`src/rtl/loop_ctrl_1_if.sv`:
```
// Loop controller bus: loop request/step inputs and pipeline status outputs.
// The controller itself takes the slave modport.
interface loop_ctrl_1_if #(
    parameter int width  = 4,
    parameter int stages = 3
);
    logic              start;
    logic [width-1:0]  trip;
    logic              step;
    logic              pred;
    logic [width-1:0]  lc;
    logic [stages-1:0] stage_en;
    logic              last;
    logic              busy;
    logic              done;

    modport master (
        output start, trip, step, pred,
        input  lc, stage_en, last, busy, done
    );

    modport slave (
        input  start, trip, step, pred,
        output lc, stage_en, last, busy, done
    );
endinterface

```
`src/rtl/loop_ctrl_1.sv`:
```
// Modulo-scheduled loop controller: counts iterations down and shifts a
// per-stage enable mask through the prologue, kernel and epilogue.
module loop_ctrl_1 #(
    parameter int width  = 4,
    parameter int stages = 3
) (
    input logic          clk,
    input logic          rst_n,
    loop_ctrl_1_if.slave bus
);

    typedef enum logic [1:0] {
        IDLE  = 2'd0,
        RUN   = 2'd1,
        DRAIN = 2'd2
    } state_t;

    state_t            r_state;
    logic [width-1:0]  r_lc;
    logic [stages-1:0] r_stage_en;
    logic              r_done;

    logic              w_start;
    logic              w_go;
    logic [stages-1:0] w_shift;

    assign w_start = bus.start & bus.pred;
    assign w_go    = bus.step & bus.pred;
    // Shift expressed as << so stages=1 collapses cleanly to an all-zero mask.
    assign w_shift = r_stage_en << 1;

    always_ff @(posedge clk or negedge rst_n) begin
        if (!rst_n) begin
            r_state    <= IDLE;
            r_lc       <= '0;
            r_stage_en <= '0;
            r_done     <= 1'b0;
        end else begin
            r_done <= 1'b0;
            case (r_state)
                IDLE: begin
                    if (w_start) begin
                        if (bus.trip != '0) begin
                            r_lc       <= bus.trip - 1'b1;
                            r_stage_en <= stages'(1);
                            r_state    <= RUN;
                        end else begin
                            r_done <= 1'b1;
                        end
                    end
                end
                RUN: begin
                    if (w_go) begin
                        if (r_lc != '0) begin
                            r_lc       <= r_lc - 1'b1;
                            r_stage_en <= w_shift | stages'(1);
                        end else begin
                            r_stage_en <= w_shift;
                            if (w_shift == '0) begin
                                r_state <= IDLE;
                                r_done  <= 1'b1;
                            end else begin
                                r_state <= DRAIN;
                            end
                        end
                    end
                end
                DRAIN: begin
                    if (w_go) begin
                        r_stage_en <= w_shift;
                        if (w_shift == '0) begin
                            r_state <= IDLE;
                            r_done  <= 1'b1;
                        end
                    end
                end
                default: begin
                    r_state    <= IDLE;
                    r_lc       <= '0;
                    r_stage_en <= '0;
                end
            endcase
        end
    end

    assign bus.lc       = r_lc;
    assign bus.stage_en = r_stage_en;
    assign bus.last     = (r_state == RUN) && (r_lc == '0);
    assign bus.busy     = (r_state != IDLE);
    assign bus.done     = r_done;

endmodule

```
`src/flat_wrapper.sv`:
```
// flat-port wrapper written by rule: the top's interface ports become plain ports
module loop_ctrl_1_flat 
#(
    parameter int width  = 4,
    parameter int stages = 3
)
  (clk, rst_n, bus_start, bus_trip, bus_step, bus_pred, bus_lc, bus_stage_en, bus_last, bus_busy, bus_done);
  loop_ctrl_1_if #(.width(width), .stages(stages)) bus_i ();
  input logic clk;
  input logic rst_n;
  input wire logic [$bits(bus_i.start)-1:0] bus_start;
  input wire logic [$bits(bus_i.trip)-1:0] bus_trip;
  input wire logic [$bits(bus_i.step)-1:0] bus_step;
  input wire logic [$bits(bus_i.pred)-1:0] bus_pred;
  output wire logic [$bits(bus_i.lc)-1:0] bus_lc;
  output wire logic [$bits(bus_i.stage_en)-1:0] bus_stage_en;
  output wire logic [$bits(bus_i.last)-1:0] bus_last;
  output wire logic [$bits(bus_i.busy)-1:0] bus_busy;
  output wire logic [$bits(bus_i.done)-1:0] bus_done;
  assign bus_i.start = bus_start;
  assign bus_i.trip = bus_trip;
  assign bus_i.step = bus_step;
  assign bus_i.pred = bus_pred;
  assign bus_lc = bus_i.lc;
  assign bus_stage_en = bus_i.stage_en;
  assign bus_last = bus_i.last;
  assign bus_busy = bus_i.busy;
  assign bus_done = bus_i.done;
  loop_ctrl_1 #(.width(width), .stages(stages)) u_core (.clk(clk), .rst_n(rst_n), .bus(bus_i));
endmodule
```
`config.mk`:
```
export PLATFORM = sky130hd
export DESIGN_NAME = loop_ctrl_1_flat
export DESIGN_NICKNAME = d
export VERILOG_FILES = /design/src/rtl/loop_ctrl_1_if.sv /design/src/rtl/loop_ctrl_1.sv /design/src/flat_wrapper.sv
export SDC_FILE = /design/constraint.sdc
export NUM_CORES = 1
export LEC_CHECK = 0
export ABC_AREA = 1
export BUFFER_PORTS_ARGS = -buffer_cell sky130_fd_sc_hd__buf_2
export CAP_MARGIN = 20
export CORE_UTILIZATION = 49
export CTS_BUF_LIST = sky130_fd_sc_hd__clkbuf_8
export CTS_CLUSTER_SIZE = 20
export DETAILED_ROUTE_END_ITERATION = 16
export GPL_ROUTABILITY_DRIVEN = 1
export MAX_ROUTING_LAYER = met4
export PLACE_DENSITY_LB_ADDON = 0.1
export SLEW_MARGIN = 20
export SYNTH_ARGS = -nofsm -noshare
export SYNTH_HDL_FRONTEND = slang
export SYNTH_SLANG_ARGS = --single-unit
```
`constraint.sdc`:
```
create_clock -name clk -period 2 [get_ports clk]
set_clock_uncertainty 0.05 [all_clocks]
set_input_delay 0.4 -clock clk [delete_from_list [all_inputs] [get_ports clk]]
set_output_delay 0.4 -clock clk [all_outputs]
set_load 0.1 [all_outputs]
```
==> key figures <==
Synthesis
  • Ys Warns: 0
  • Ys async rst share: 1.00
  • Yosys top cell area share: 0.326
  • Avg Cell Area, Syn: 6.97 µm²
  • Synth top cells by count: nand2_1 (31), inv_1 (18), dfrtp_1 (10), nand3_1 (9)
  • Most instantiated library cell after synthesis: nand2_1
  • Unique masters post-synth: 19
  • Number of synthesized register bits: 10
  • Most area-consuming cells after synthesis: dfrtp_1 (33%), nand2_1 (15%), inv_1 (8.8%)
  • Synthesized instance count: 110
  • Post-synth EDFFs: 0
  • Top_reg_cell synth: dfrtp_1
  • Syn Nets: 124
  • Area leader, netlist: dfrtp_1
  • Post-synthesis sequential area ratio: 0.326
  • Synthesized cell area: 767 µm²

CTS
  • Root Driver: clkbuf_8
  • Clock Path Buffers: 2
  • CTS Buf Count: 3
  • Setup repair bufs after CTS: 0
  • Clock latency on the worst-skew pair: 0.24 ns
  • Sink Count: 10
  • Worst-path clk slew: 0.05 ns
  • CTS tree: yes
  • H-tree depth: 1

Global routing
  • First-pass GRT wire length: 2930 µm
  • Total Routing Usage GR: 0.228
  • Initial antenna violation count: 0
  • Vias in the first global route: 737
  • Total grt overflow: 0
  • Largest net degree at the start of global routing: 11

Finish
  • Area occupied by multi-input gates: 437 µm²
  • Sequential cell area: 255 µm²
  • Area growth syn-to-layout: 28.1%
  • Ant. Diodes: 0
  • Fin cells: 148
  • # fillers: 108
  • Share of cells above drive strength 1: 0.346
  • Finished Core Util: 0.710
  • Nets: 148

Timing
  • Unrepaired setup endpoints after global routing: no
  • Final setup fails: 0
  • Final Max Tran Viols: 0
  • Slew @ Worst Pin: 0.485 ns
  • Max-slew headroom: 0.679
  • Final Cycle Share: 0.959
  • Worst setup margin: 0.0824 ns
  • Final hold viol count: 0
  • Peak Freq: 521 MHz
  • Tmin final: 1.92 ns
  • Post-route setup TNS: 0 ns

Placement
  • Port bufs: 18
  • Placed Cells: 143
  • Pre-CTS WS: 0.200 ns
  • GP Congestion: 0.834
  • Hpwl dp: 1320 µm

Worst hold path
  • Hold path start: bus_start
  • Worst min path class: input pin to flip-flop

Route
  • Final wirelength: 1590 µm
  • Vias/cell: 5.08
  • Via count: 752
  • DR pass1 iterations: 4
  • DR DRC count: 0
  • Routed Antenna Nets: 0
  • Drt wl/cell: 10.8 µm
  • Iteration-0 DRC Markers: 15

Critical path
  • Critical path startpoint: u_core.r_state[1]
  • Critical Path Source Type: flip-flop
  • Worst EP arrival: 1.47 ns
  • Family with the most delay on the worst path: flip-flops
  • Largest stage delay on the critical path: 0.41 ns
  • Worst path required time: 1.55 ns
  • CP Capture Type: output pin
  • R2R Path Start: u_core.r_state[1]
  • Critical path's slowest cell: dfrtp_1
  • CP Buf/Inv Count: 3
  • Crit-path max FO: 9
  • Worst Path Class, Setup: flip-flop to output pin
  • Worst-path cell chain: inv_1, ha_2, nand3_1, clkinvlp_4, buf_12

Floorplanning
  • Chip height: 41.6 µm
  • I/O pin count: 19
  • Die X: 41.6 µm
  • Core box area: 1380 µm²
  • Placement row count: 13
  • Area of the die: 1730 µm²
  • Initial Util: 0.555

Job
  • Max-Cap Viols: 0

Run status
  • Outcome: complete, no violations
-- stage by stage --
| stage | hold slack, ns | cell area, µm² |
|---|---|---|
| 6_report | 0.412 | 982 |
| 5_1_grt | 0.420 | 982 |
| 4_1_cts | 0.403 | 982 |
| 3_5_place_dp | 0.220 | 915 |
| 3_3_place_gp | 0.219 | 915 |
| 2_1_floorplan | 0.0544 | 779 |
-- logic make-up after synthesis --
family          Yosys count  share of synthesized area
compound gates            8                     0.0522
xor+xnor                  1                     0.0114
fa+ha+maj                 5                     0.0816
buf+inv                  20                      0.108
flops                    10                      0.326
simple gates             66                      0.421
-- worst reg2reg max path, delay by kind of cell (launching register included) --
| kind | cells | cell delay (ns) |
|---|---|---|
| flops | 1 | 0.41 |
| fa+ha+maj | 2 | 0.48 |
| simple gates | 4 | 0.35 |
| buf+inv | 2 | 0.19 |
| xor+xnor | 1 | 0.16 |
-- state kept, by name, summed over array words and instances (netlist names) --
register             count
u_core.bus.stage_en      3
u_core.r_state           2
u_core.bus.done          1
u_core.bus.lc            4
-- final timing paths --
check / end / slack (ns) / depth (start not counted)
min: u_core.bus.done / 0.41 / 3
max in group asynchronous: u_core.bus.lc[0] / 1.20 / 2
max reg2reg: u_core.bus.lc[2] / 0.30 / 9
max: bus_last / 0.08 / 5
min reg2reg: u_core.bus.stage_en[2] / 0.45 / 2
min in group asynchronous: u_core.bus.stage_en[0] / 0.50 / 2
-- final cells by class --
cell class                      count  share of cell area
Inverter                           19              0.0803
Tap cell                           15              0.0191
Multi-Input combinational cell     80               0.445
Sequential cell                    10               0.260
Clock buffer                        4              0.0561
Timing Repair Buffer               20               0.140
-- timing repair --
action | 4_1_cts | 5_1_grt
resized for setup | 1 | 0
hold endpoints to repair | 10 | 0
hold buffers | 1 | 0
setup endpoints to repair | 1 | 0
-- cells in the final DEF (no fill, tap or decap), types with 2 or more instances in the layout --
master      count
o21ai_1         3
o21ai_0         3
dfrtp_1         6
inv_1          16
clkinvlp_4      2
buf_12          2
nor2_2          2
a21oi_1         2
dfrtp_2         4
ha_1            4
nand3_1         9
nor3_1          2
clkbuf_8        4
nand3_2         3
nor2_1          8
buf_2          16
nand2_2         8
nand2_1        31
-- routing by layer --
metal	global-route usage	routed length, µm
met1	0.285	764
met4	0.148	39
met5	-	0
met2	0.325	723
met3	0.0609	66
Power is left out: the tool's default activity adds up to more than one toggle a clock period on the data nets, which glitch-free logic cannot reach.
